`src/rtl/pip_check.sv`:
```
// ---------------------------------------------------------------------------
// pip_check -- prediction-in-pipeline checker
//
// Fetch pushes {pc, predicted next pc} records into a small in-order FIFO.
// Execute later presents the resolved {pc, correct next pc} of the oldest
// in-flight control-flow instruction. Each resolved record pops the FIFO head
// and is compared against it. On a mismatch the block issues a registered
// redirect to fetch, pulses flush for one cycle, empties the FIFO and waits in
// REDIR until fetch acknowledges the redirect.
//
// Ports
//   clk          single clock, rising edge
//   rst          synchronous reset, active low
//   pred_valid / pred_ready / pred_pc / pred_npc   prediction push handshake
//   res_valid  / res_ready  / res_pc  / res_npc    resolved outcome handshake
//   redir_valid / redir_pc / redir_ack             redirect request to fetch
//   flush        one-cycle pulse accompanying a new redirect
//   sync_err     sticky: a resolved pc did not match the queued pc
//   fifo_cnt     FIFO occupancy
//   branch_cnt   resolved records consumed (saturating)
//   mispred_cnt  mispredictions detected (saturating)
// ---------------------------------------------------------------------------
module pip_check #(
  parameter int DEPTH = 4,
  parameter int PCW   = 64
) (
  input  logic            clk,
  input  logic            rst,
  input  logic            pred_valid,
  output logic            pred_ready,
  input  logic [PCW-1:0]  pred_pc,
  input  logic [PCW-1:0]  pred_npc,
  input  logic            res_valid,
  output logic            res_ready,
  input  logic [PCW-1:0]  res_pc,
  input  logic [PCW-1:0]  res_npc,
  output logic            redir_valid,
  output logic [PCW-1:0] redir_pc,
  input  logic            redir_ack,
  output logic            flush,
  output logic            sync_err,
  output logic [4:0]      fifo_cnt,
  output logic [31:0]     branch_cnt,
  output logic [31:0]     mispred_cnt
);

  localparam int AW = (DEPTH > 1) ? $clog2(DEPTH) : 1;

  typedef enum logic {
    RUN   = 1'b0,
    REDIR = 1'b1
  } state_t;

  state_t           state_reg;
  logic [AW-1:0]    wr_ptr_reg;
  logic [AW-1:0]    rd_ptr_reg;
  logic [4:0]       cnt_reg;
  logic             redir_valid_reg;
  logic [PCW-1:0]   redir_pc_reg;
  logic             flush_reg;
  logic             sync_err_reg;
  logic [31:0]      branch_cnt_reg;
  logic [31:0]      mispred_cnt_reg;

  // Record storage; no reset needed, occupancy is tracked by the pointers.
  logic [PCW-1:0]   pc_mem  [DEPTH];
  logic [PCW-1:0]   npc_mem [DEPTH];

  logic             in_run;
  logic             push;
  logic             pop;
  logic [PCW-1:0]   head_pc;
  logic [PCW-1:0]   head_npc;
  logic             pc_miss;
  logic             npc_miss;
  logic             mispredict;

  // Readies are forced low while reset is held.
  assign in_run     = rst && (state_reg == RUN);
  assign pred_ready = in_run && (cnt_reg < 5'(DEPTH));
  assign res_ready  = in_run && (cnt_reg != 5'd0);
  assign push       = pred_valid && pred_ready;
  assign pop        = res_valid && res_ready;

  // The head must be visible in the pop cycle so the comparison and the
  // redirect can be registered on the same edge (one-cycle redirect latency).
  assign head_pc    = pc_mem[rd_ptr_reg];
  assign head_npc   = npc_mem[rd_ptr_reg];
  assign pc_miss    = pop && (head_pc != res_pc);
  assign npc_miss   = pop && (head_npc != res_npc);
  assign mispredict = pc_miss || npc_miss;

  function automatic logic [31:0] sat_inc(input logic [31:0] v);
    return (v == 32'hFFFF_FFFF) ? v : v + 32'd1;
  endfunction

  // A push coinciding with a mispredicting pop is discarded along with the
  // rest of the queue, so it is not written either.
  always_ff @(posedge clk) begin
    if (push && !mispredict) begin
      pc_mem[wr_ptr_reg]  <= pred_pc;
      npc_mem[wr_ptr_reg] <= pred_npc;
    end
  end

  always_ff @(posedge clk) begin
    if (!rst) begin
      state_reg       <= RUN;
      wr_ptr_reg      <= '0;
      rd_ptr_reg      <= '0;
      cnt_reg         <= 5'd0;
      redir_valid_reg <= 1'b0;
      redir_pc_reg    <= '0;
      flush_reg       <= 1'b0;
      sync_err_reg    <= 1'b0;
      branch_cnt_reg  <= 32'd0;
      mispred_cnt_reg <= 32'd0;
    end else begin
      flush_reg <= 1'b0;
      case (state_reg)
        RUN: begin
          if (pop) begin
            branch_cnt_reg <= sat_inc(branch_cnt_reg);
          end
          if (mispredict) begin
            mispred_cnt_reg <= sat_inc(mispred_cnt_reg);
            redir_valid_reg <= 1'b1;
            redir_pc_reg    <= res_npc;
            flush_reg       <= 1'b1;
            state_reg       <= REDIR;
            wr_ptr_reg      <= '0;
            rd_ptr_reg      <= '0;
            cnt_reg         <= 5'd0;
            if (pc_miss) begin
              sync_err_reg <= 1'b1;
            end
          end else begin
            // Pointers are AW bits wide and DEPTH is a power of two, so the
            // natural overflow gives the modulo-DEPTH wrap.
            if (push) begin
              wr_ptr_reg <= wr_ptr_reg + 1'b1;
            end
            if (pop) begin
              rd_ptr_reg <= rd_ptr_reg + 1'b1;
            end
            case ({push, pop})
              2'b10:   cnt_reg <= cnt_reg + 5'd1;
              2'b01:   cnt_reg <= cnt_reg - 5'd1;
              default: cnt_reg <= cnt_reg;
            endcase
          end
        end
        REDIR: begin
          // redir_pc stays put; only the ack releases the request.
          if (redir_ack) begin
            redir_valid_reg <= 1'b0;
            state_reg       <= RUN;
          end
        end
        default: state_reg <= RUN;
      endcase
    end
  end

  assign redir_valid = redir_valid_reg;
  assign redir_pc    = redir_pc_reg;
  assign flush       = flush_reg;
  assign sync_err    = sync_err_reg;
  assign fifo_cnt    = cnt_reg;
  assign branch_cnt  = branch_cnt_reg;
  assign mispred_cnt = mispred_cnt_reg;

endmodule

```
`config.mk`:
```
export PLATFORM = sky130hd
export DESIGN_NAME = pip_check
export DESIGN_NICKNAME = d
export VERILOG_FILES = /design/src/rtl/pip_check.sv
export SDC_FILE = /design/constraint.sdc
export NUM_CORES = 1
export LEC_CHECK = 0
export ABC_CLOCK_PERIOD_IN_PS = 11900
export BUFFER_PORTS_ARGS = -buffer_cell sky130_fd_sc_hd__clkbuf_2
export CORE_ASPECT_RATIO = 1.4
export CORE_MARGIN = 3
export CORE_UTILIZATION = 51
export DETAILED_ROUTE_END_ITERATION = 8
export PLACE_DENSITY = 0.76
export SLEW_MARGIN = 15
export SYNTH_ARGS = -nofsm -noshare
export SYNTH_HDL_FRONTEND = slang
export SYNTH_SLANG_ARGS = --single-unit
```
`constraint.sdc`:
```
create_clock -name clk -period 11.9 [get_ports clk]
set_clock_uncertainty 0.2 [all_clocks]
set_input_delay 0 -clock clk [delete_from_list [all_inputs] [get_ports clk]]
set_output_delay 0 -clock clk [all_outputs]
set_load 0.02 [all_outputs]
```
# Word level (Yosys, flattened, before mapping)
# Memory sizes are Yosys's and may differ from the RTL's. A register that Yosys moved wholly into a read port is not among the register bits.
# Cells that the tools add are included.
word_totals:
  regBits: 141
  mem_bits_rw: 512
  in_bits: 261
  out_inout_bits: 138
  mem_count: 2
mem_list:
  columns: ["name", "words", "word_bits", "rd", "rd_ports_with_merged_regs", "wr", "line_no", "rtl"]
  rows:
  - ["npc_mem", 4, 64, 1, 1, 1, "67", "logic [PCW-1:0] npc_mem [DEPTH];"]
  - ["pc_mem", 4, 64, 1, 1, 1, "66", "logic [PCW-1:0] pc_mem [DEPTH];"]
op_classes:
  add_sub_neg: 6
  order_cmp: 1
  eq_ne: 8
  mux: 18
  bitwise_logic: 4
  n_reduce_logical: 23
op_table:
  columns: ["operator", "n"]
  rows:
  - ["$ne 64x64->1", 2]
  - ["$add 32x1->32 const B", 2]
  - ["$eq 32x32->1 const B", 2]
  - ["$mux 2", 8]
  - ["$pmux 5 s2", 1]
  - ["$reduce_and 2->1", 5]
  - ["$reduce_and 3->1", 3]
  - ["$logic_and 1x1->1", 8]
  - ["$mux 1", 6]
  - ["$add 5x1->5 const B", 1]
  - ["$lt 5x3->1 const B", 1]
  - ["$mux 5", 1]
  - ["$reduce_bool 5->1", 1]
  - ["$sub 5x1->5 const B", 1]
  - ["$add 2x1->2 const B", 2]
  - ["$ne 2x2->1 const B", 2]
  - ["$not 1->1", 4]
  - ["$pmux 1 s2", 2]
  - ["$reduce_bool 2->1", 2]
  - ["$reduce_bool 3->1", 1]
  - ["$eq 2x1->1 const B", 1]
  - ["$eq 2x2->1 const B", 1]
  - ["$reduce_or 2->1", 1]
  - ["$logic_not 1->1", 1]
  - ["$logic_or 1x1->1", 1]

# Logic depth before layout (Yosys ltp)
# Gate-level depths: netlist (run 1).
logic_depth:
  word_depth: 10
  mapped_depth: 13
  mapped_depth_nobuf: 12

# Worst setup path before layout (run 1)
# Ideal clock, no wire load.
synth_path:
  kind: "register -> register"
  from: "register (tool-made name)"
  to: "memory npc_mem[0][0], enable pin"
  t_arrival_ns: 11.725
  required_time_ns: 10.902
  slack_ns: -0.823
  path_stages_with_launch: 12
  cell_sequence: "dfxtp_1 -> buf_2 -> buf_4 -> mux4_2 -> xnor2_1 -> nand4_1 -> nor4_1 -> nand4_1 -> nor2_2 -> nor2_1 -> buf_2 -> nor3b_1"
synth_lines:
  columns: ["item", "line_no"]
  rows:
  - ["end: declaration", "67"]

==> flow_summary.yaml, run 1 <==
logic_synthesis:
  synth_top_cell_area_share: 0.5891
  synth_cells: 1584
  ys_dominant_reg_cell: "edfxtp_1"
  synth_area_mm2: 0.02610
  synthTopCellsByArea: "edfxtp_1 59%, mux4_2 11%, dfxtp_1 11%, xnor2_1 4.8%, o211ai_1 2.0%"
  yosys.area.top_type: "edfxtp_1"
  ys_top_cells_by_count: "512 x edfxtp_1, 143 x dfxtp_1, 143 x xnor2_1"
  syn_avg_cell_area_um2: 16.48
  synth_most_common_cell: "edfxtp_1"
  yosys_warnings: 0
  ys_seq_area_frac: 0.6988
  ys_seq_elements: 655
  synthDistinctLibCells: 47
  ys_async_sr_fraction: 0
  synth_edf_count: 512
  syn_nets: 1855
routing:
  viasPerCell: 5.777
  wirelength_mm: 73.92
  final_antenna_net_count: 0
  firstDrtPassIters: 7
  drc_errors: 0
  drt_iter0_drc: 1225
  wl_per_cell_um: 24.42
  vias: 17490
worst_setup_path:
  endpoint_kind: "flop"
  cp.buffers_inverters: 6
  setup.worst_path.class: "flop to flop"
  required_ns: 11.92
  r2r_cells: 14
  cp_max_fo: 73
  max_stage_delay_ns: 0.98
  slowest_stage: "buf_4"
  cp_top_family: "buffers and inverters"
  setup.worst_path.start_class: "flop"
  worst-path-stages: 14
  crit_chain: "buf_4 -> buf_4 -> mux4_2 -> xnor2_1 -> nand4_1 -> nor4_1 -> nand4_1 -> buf_4 -> nor2_2 -> buf_4 -> nor2_4 -> nor3b_2 -> buf_4 -> buf_4"
  crit_path_frequent_cell: "buf_4"
  cp_data_arrival_time_ns: 7.54
sta:
  drv_slew: 0
  finalSetupViolCount: 0
  fin_crit_sh: 0.6322
  setup_tns_ns: 0
  finalHoldViolations: 0
  period_needed_ns: 7.524
  max_slew_margin: 0.2467
  max_freq_ghz: 0.1329
  rsz0062_at_grt: "no"
  tightest_slew_ns: 1.130
cells_and_area:
  drive_above_1_share: 0.2691
  area_growth_pct: 30.42
  final_util: 0.6758
  nets: 2594
  finalNonFillerCells: 3027
  final_area_mm2: 0.03404
cts:
  clock_latency_ns: 0.63
  cts_setup_buffers: 0
  cts_tree: "yes"
  cts_buffer_depth: 3
  cts_buffers: 59
  clock-sinks: 655
  clk_pin_slew_ns: 0.06
  clockRootBuffer: "clkbuf_16"
  cts-resized-gates: 0
  h-tree-depth: 2
place:
  place_area_mm2: 0.02872
  place_inst: 2565
  place.gp.congestion: 0.8698
  hpwl_mm: 47.16
  io_buffers: 398
global_routing:
  grt_first_pass_wirelength_mm: 110.2
  met3_usage: 0.05934
  gr-max-usage-layer: "met2"
  grt_pass1_vias: 17970
  groute.usage.overall: 0.2715
  antenna_found_initial: 17
  grt_max_degree: 129
  grt_use_met2: 0.4834
  overflow: 0
  use_met1: 0.3295
pwr:
  power.total_mw: 5.476
  powerDensity_mw_per_mm2: 160.9
  p_leak_nw: 11.69
  ir_drop_mv: 0.1471
die:
  core_area_mm2: 0.05037
  die_area_mm2: 0.05396
  io_pins: 399
  die_width_um: 197.2
  die_h_um: 273.7
  initial_core_util: 0.5181
  rows: 97
flow_run:
  drv_cap: 0
hold_path:
  min_path_cells: 2
  hold_path_class: "input port to flop"
outcome:
  outcome: "completed"
==> layout by cell type (no fill, tap or decap), types with 3 or more instances in the layout <==
cell type / synthesis / routed
clkinv_2: 0 / 6
o211ai_1: 71 / 71
a21oi_1: 21 / 21
and3_1: 8 / 8
diode_2: 0 / 13
clkinvlp_4: 0 / 3
nand3_1: 26 / 26
o21ai_0: 68 / 67
xor2_1: 17 / 17
nor4_1: 20 / 20
mux4_2: 128 / 128
nand4_1: 48 / 48
buf_4: 14 / 19
dlygate4sd3_1: 0 / 340
edfxtp_1: 512 / 512
clkbuf_16: 0 / 59
nor3_1: 9 / 9
nor2_1: 40 / 39
inv_1: 15 / 15
o21ai_1: 13 / 14
nand2b_1: 18 / 18
o21a_1: 3 / 3
and4_1: 7 / 7
and2_1: 9 / 8
bufinv_16: 0 / 6
clkinv_1: 0 / 15
nor3b_2: 0 / 4
or3_1: 12 / 12
o31ai_1: 8 / 8
mux2i_1: 17 / 17
clkbuf_1: 45 / 14
ha_1: 9 / 9
nand2_1: 114 / 114
clkbuf_2: 0 / 397
xnor2_1: 143 / 143
dfxtp_1: 143 / 141
or4_1: 4 / 4
==> per-layer routing <==
| layer | part of all wire | wire (µm) | vias to the layer above |
|---|---|---|---|
| met5 | 0.0011 | 78 | - |
| met2 | 0.52 | 38510 | 884 |
| li1 | - | - | 7704 |
| met4 | 0.034 | 2482 | 12 |
| met1 | 0.36 | 26600 | 8733 |
| met3 | 0.084 | 6240 | 155 |
==> stage by stage <==
stage	hold WS, ns	setup slack (ns)
floorplan	-0.1011	-0.8231
global route	0.01413	3.794
finish	0.009488	4.376
CTS	0.001665	4.283
global placement	0.01395	4.430
detailed placement	0.01750	4.326
==> where the power goes <==
| group | internal, mW | leakage, nW | switching [mW] |
|---|---|---|---|
| Sequential | 2.63 | 5.80 | 0.0717 |
| Clock | 1.04 | 0.898 | 0.836 |
| Combinational | 0.418 | 4.99 | 0.484 |
| Total | 4.09 | 11.7 | 1.39 |
==> worst reg2reg max path, cell delays in order, from the launching register on <==
cell and delay, ns:
dfxtp_4 0.73, buf_4 0.61, buf_4 0.81, mux4_2 0.62
xnor2_1 0.21, nand4_1 0.15, nor4_1 0.39, nand4_1 0.21
buf_4 0.45, nor2_2 0.23, buf_4 0.40, nor2_4 0.12
nor3b_2 0.21, buf_4 0.69, buf_4 1.01
==> worst paths after layout <==
path / start / endpoint / slack (ns)
hold / removal: pred_npc[43] / npc_mem[1][43] / 0.009
setup reg to reg: flop / npc_mem[0][41] / 4.38
hold reg to reg: redir_pc[6] / redir_pc[6] / 0.25
setup / recovery: flop / npc_mem[0][41] / 4.38
==> kinds of logic after synthesis <==
family | share of synthesized area
mux | 0.1170
fa+ha+maj | 0.005082
compound gates | 0.04631
simple gates | 0.06281
xor+xnor | 0.05370
flops | 0.6988
buf+inv | 0.01630
==> final cells by class <==
cell class              count  area (µm²)
repair buffers            757        5553
inverters                  16       60.06
clock inverters            36       349.1
flip-flops and latches    655       18250
multi-input cells         834        7465
well taps                 643       804.5
clock buffers              73        1529
fillers                  3305       16330
diodes                     13       32.53
==> what timing repair did <==
action / CTS / global route
hold buffers: 339 / 1
endpoints found under the setup margin: 0 / 0
endpoints found under the hold margin: 600 / 1
(Power assumes the default switching activity.)
==> run 2, diff against run 1 <==
- ABC_CLOCK_PERIOD_IN_PS: 11900 -> 6200
- clock period: 11.9 -> 6.2 ns (I/O delays scaled with it)
==> run 2 against run 1 <==
  * Maximum frequency grew 32%
  * Worst setup slack lost 3.9 ns
  * Total power grew 91%
  * Via count up 1.8%
  * Critical path depth fell by 3
  * Sequential power increased by 92%
  * Largest cell class unchanged
  * Sequential share of layout area decreased by 0.60 points
  * Hold slack better by 0.0011 ns
  * Die area is the same
  * Highest routed layer unchanged
==> flow_summary.yaml, run 2 (synthesis gave the netlist of run 1 again) <==
die:
  core_area_mm2: 0.05037
  initial_core_util: 0.5181
  io_pins: 399
  die_h_um: 273.7
  die_width_um: 197.2
  rows: 97
  die_area_mm2: 0.05396
cts:
  clock_latency_ns: 0.63
  h-tree-depth: 2
  clockRootBuffer: "clkbuf_16"
  clk_pin_slew_ns: 0.06
  clock-sinks: 655
  cts_tree: "yes"
  cts_buffers: 59
  cts_buffer_depth: 3
  cts_setup_buffers: 0
sta:
  period_needed_ns: 5.711
  drv_slew: 0
  tightest_slew_ns: 0.9191
  max_slew_margin: 0.3816
  finalHoldViolations: 0
  max_freq_ghz: 0.1751
  rsz0062_at_grt: "no"
  timing.hold.ws_ns: 0.01055
  fin_crit_sh: 0.9212
  finalSetupViolCount: 0
worst_setup_path:
  r2r_cells: 11
  setup.worst_path.class: "flop to flop"
  setup.worst_path.start_class: "flop"
  endpoint_kind: "flop"
  reg2reg_slack_ns: 0.49
  required_ns: 6.51
  cp_data_arrival_time_ns: 6.02
  cp_max_fo: 67
  max_stage_delay_ns: 0.72
  slowest_stage: "dfxtp_4"
  crit_chain: "buf_4 -> mux4_2 -> xnor2_1 -> nand4_1 -> nor4_1 -> nand4_1 -> buf_4 -> o211ai_1 -> dlygate4sd3_1 -> o21ai_0 -> dlygate4sd3_1"
  timing.rr.end: "redir_pc[39]"
pwr:
  ir_drop_mv: 0.2771
  powerDensity_mw_per_mm2: 304.0
  p_leak_nw: 11.88
routing:
  final_antenna_net_count: 0
  viasPerCell: 5.811
  vias: 17810
  wirelength_mm: 75.80
  wl_per_cell_um: 24.73
  drt_iter0_drc: 1200
  drc_errors: 0
  firstDrtPassIters: 8
hold_path:
  holdCritStartpoint: "pred_npc[8]"
  hold_path_class: "input port to flop"
  min_to: "npc_mem[1][8]"
  min_path_cells: 2
place:
  hpwl_mm: 47.99
  place.gp.congestion: 0.9304
  io_buffers: 398
global_routing:
  antenna_found_initial: 17
  grt_first_pass_wirelength_mm: 113.4
  grt_pass1_vias: 18390
  overflow: 0
  groute.usage.overall: 0.2804
  grt_max_degree: 87
cells_and_area:
  final_util: 0.6835
  drive_above_1_share: 0.2722
  layout_common_cells: "512 x edfxtp_1, 398 x clkbuf_2, 365 x dlygate4sd3_1"
  area_growth_pct: 31.91
  nets: 2630
  final_common_cell: "edfxtp_1"
outcome:
  outcome: "completed"
flow_run:
  drv_cap: 0
run 2: changes by cell type in the layout (fill, tap and decap cells not counted), moves of 3 or more:
cell | before | now
dlygate4sd3_1 | 340 | 365
clkinv_2 | 6 | 15
buf_12 | 1 | 8
bufinv_16 | 6 | 0
buf_4 | 19 | 23
clkbuf_8 | 0 | 4
nor3b_2 | 4 | 0
nor3b_4 | 0 | 4
clkinv_1 | 15 | 12
run 2: area by class of cell:
cell class                 instances  area, µm²
antenna                           12      30.03
clock buffer                      79       1618
clock inverter                    33      203.9
fill                            3229      15940
inverter                          16      60.06
multi-input combinational        834       7490
sequential                       655      18250
tap                              643      804.5
timing repair buffer             793       5973
run 2: layer usage:
layer,GRT usage,wire length (µm)
met5,0,41
met2,0.4891,39040
met1,0.3418,26960
met3,0.05848,6134
met4,0.1128,3622
run 2: power by group:
part           switching (mW)  internal, mW  total, mW  leakage, nW
Sequential              0.157          5.04       5.19         5.80
Clock                    1.61          1.84       3.46        0.903
Combinational           0.962         0.851       1.81         5.17
Total                    2.73          7.73       10.5         11.9
run 2: critical path: cells and delay by family (launching register included):
family	cells	cell delay, ns
muxes	1	0.57
xor gates and xnor gates	1	0.21
DFF	1	0.72
and+or+nand+nor	3	1.30
AOI/OAI and AO/OA	2	0.43
buffers and inverters	4	2.06
run 2: worst max path at each step:
stage | to | slack [ns] | from
detailed placement | pc_mem[1][53] | 0.93 | flop
floorplan | npc_mem[2][0] | -0.01 | flop
global route | redir_pc[23] | 0.41 | flop
finish | redir_pc[39] | 0.49 | flop
global placement | pc_mem[1][52] | 0.94 | flop
CTS | redir_pc[44] | 0.86 | flop
run 2: per-stage QoR:
| stage | total power, mW | area [µm²] | TNS, ns | setup WS (ns) | cells |
|---|---|---|---|---|---|
| 6_report | 10.46 | 34420 | 0 | 0.4886 | 3065 |
| 2_1_floorplan | 6.319 | 26320 | -7.218 | -0.01410 | 1584 |
| 5_1_grt | 10.82 | 34410 | 0 | 0.4119 | 3061 |
| 3_3_place_gp | 6.784 | 28920 | 0 | 0.9450 | 2576 |
| 4_1_cts | 10.46 | 34390 | 0 | 0.8620 | 3053 |
| 3_5_place_dp | 6.823 | 28920 | 0 | 0.9260 | 2576 |
run 2: repair_timing:
item / CTS / global route
resized for setup: 0 / 0
hold buffers: 365 / 0
hold endpoints to repair: 598 / 0
==> run 3, diff against run 2 <==
- HOLD_SLACK_MARGIN: default -> 0.02
==> run 3 against run 2 <==
  * Via count increased by 0.38%
  * Hold slack improved by 0.023 ns
  * Sequential cell count unchanged
  * Total power increased by 0.13%
  * Register-to-register slack improved by 0.11 ns
  * Maximum frequency increased by 2.0%
  * Clock-buffer cell count unchanged
  * Utilization increased by 0.34 points
  * Worst setup slack improved by 0.11 ns
  * Clock power about the same
  * Highest routed layer unchanged
  * First-iteration DRC count decreased by 1.3%
  * Routed wire length decreased by 0.40%
==> flow_summary.yaml, run 3 (synthesis gave the netlist of run 1 again) <==
sta:
  fin_crit_sh: 0.9033
  rsz0062_at_grt: "no"
  tightest_slew_ns: 0.7966
  period_needed_ns: 5.601
  setup_tns_ns: 0
  finalSetupViolCount: 0
  max_freq_ghz: 0.1785
  drv_slew: 0
  finalHoldViolations: 0
  max_slew_margin: 0.4640
global_routing:
  antenna_found_initial: 15
  grt_pass1_vias: 18390
  grt_first_pass_wirelength_mm: 112.6
  groute.usage.overall: 0.2786
  overflow: 0
  grt_max_degree: 87
cts:
  cts_tree: "yes"
  clock-sinks: 655
  cts_buffers: 59
  cts_buffer_depth: 3
  clock_latency_ns: 0.64
  clockRootBuffer: "clkbuf_16"
  h-tree-depth: 2
  clk_pin_slew_ns: 0.06
  cts-resized-gates: 0
  holdBufCountCts: 382
  cts_setup_buffers: 0
die:
  core_area_mm2: 0.05037
  initial_core_util: 0.5181
  die_h_um: 273.7
  die_width_um: 197.2
  io_pins: 399
  die_area_mm2: 0.05396
  rows: 97
cells_and_area:
  fillers: 3232
  area_growth_pct: 32.57
  nets: 2648
  final_common_cell: "edfxtp_1"
  drive_above_1_share: 0.2702
  finalNonFillerCells: 3080
  multi_input_area_mm2: 0.007490
  final_util: 0.6869
  regArea_mm2: 0.01825
  layout_common_cells: "512 x edfxtp_1, 398 x clkbuf_2, 383 x dlygate4sd3_1"
routing:
  drc_errors: 0
  wirelength_mm: 75.50
  final_antenna_net_count: 0
  drt_iter0_drc: 1185
  vias: 17880
  wl_per_cell_um: 24.51
  firstDrtPassIters: 5
  viasPerCell: 5.805
worst_setup_path:
  cp_max_fo: 67
  setup.worst_path.class: "flop to flop"
  cp_data_arrival_time_ns: 5.91
  setup.worst_path.start_class: "flop"
  endpoint_kind: "flop"
  required_ns: 6.51
flow_run:
  drv_cap: 0
pwr:
  ir_drop_mv: 0.2775
  p_leak_nw: 11.95
  powerDensity_mw_per_mm2: 302.8
place:
  place.gp.congestion: 0.9304
  io_buffers: 398
  place_inst: 2576
  hpwl_mm: 47.99
outcome:
  outcome: "completed"
hold_path:
  hold_path_class: "input port to flop"
run 3: worst paths after layout:
kind           startpoint             end  slack (ns)  depth (start not counted)
max                  flop    redir_pc[39]        0.60                         11
min          pred_npc[29]  npc_mem[0][29]        0.03                          2
max reg2reg          flop    redir_pc[39]        0.60                         11
min reg2reg   redir_pc[7]     redir_pc[7]        0.25                          2
run 3: routing by layer:
metal / vias up / wire [µm] / global-route usage
met5: - / 27 / 0
met4: 6 / 3171 / 0.1074
met3: 161 / 5946 / 0.05738
met2: 928 / 39050 / 0.4875
met1: 8976 / 27300 / 0.3408
li1: 7807 / - / -
run 3: area by class of cell:
cell class | instances | area share
Clock inverter | 33 | 0.005895
Timing Repair Buffer | 811 | 0.1779
Clock buffer | 79 | 0.04676
Inverter | 16 | 0.001736
Multi-Input combinational cell | 834 | 0.2165
Antenna cell | 9 | 0.0006510
Sequential cell | 655 | 0.5274
Tap cell | 643 | 0.02325
run 3: stage by stage:
stage	setup slack, ns	hold slack [ns]	power [mW]	area [µm²]
6_report	0.5993	0.03348	10.48	34600
5_1_grt	0.4923	0.02036	10.83	34590
4_1_cts	0.8620	0.02045	10.47	34560
3_5_place_dp	0.9260	0.01921	6.823	28920
3_3_place_gp	0.9450	0.01080	6.784	28920
2_1_floorplan	-0.01410	-0.1011	6.319	26320
run 3: report_power, final:
group          total, mW  switching, mW  internal (mW)
Sequential          5.19          0.156           5.04
Clock               3.47           1.62           1.84
Combinational       1.82          0.960          0.858
run 3: worst max-delay path, cell delays in order, from the launching register on:
cell	delay, ns
dfxtp_4	0.70
buf_4	0.39
mux4_2	0.56
xnor2_1	0.19
nand4_1	0.13
nor4_1	0.62
nand4_1	0.37
buf_4	0.47
o211ai_1	0.35
dlygate4sd3_1	0.63
o21ai_0	0.13
dlygate4sd3_1	0.62
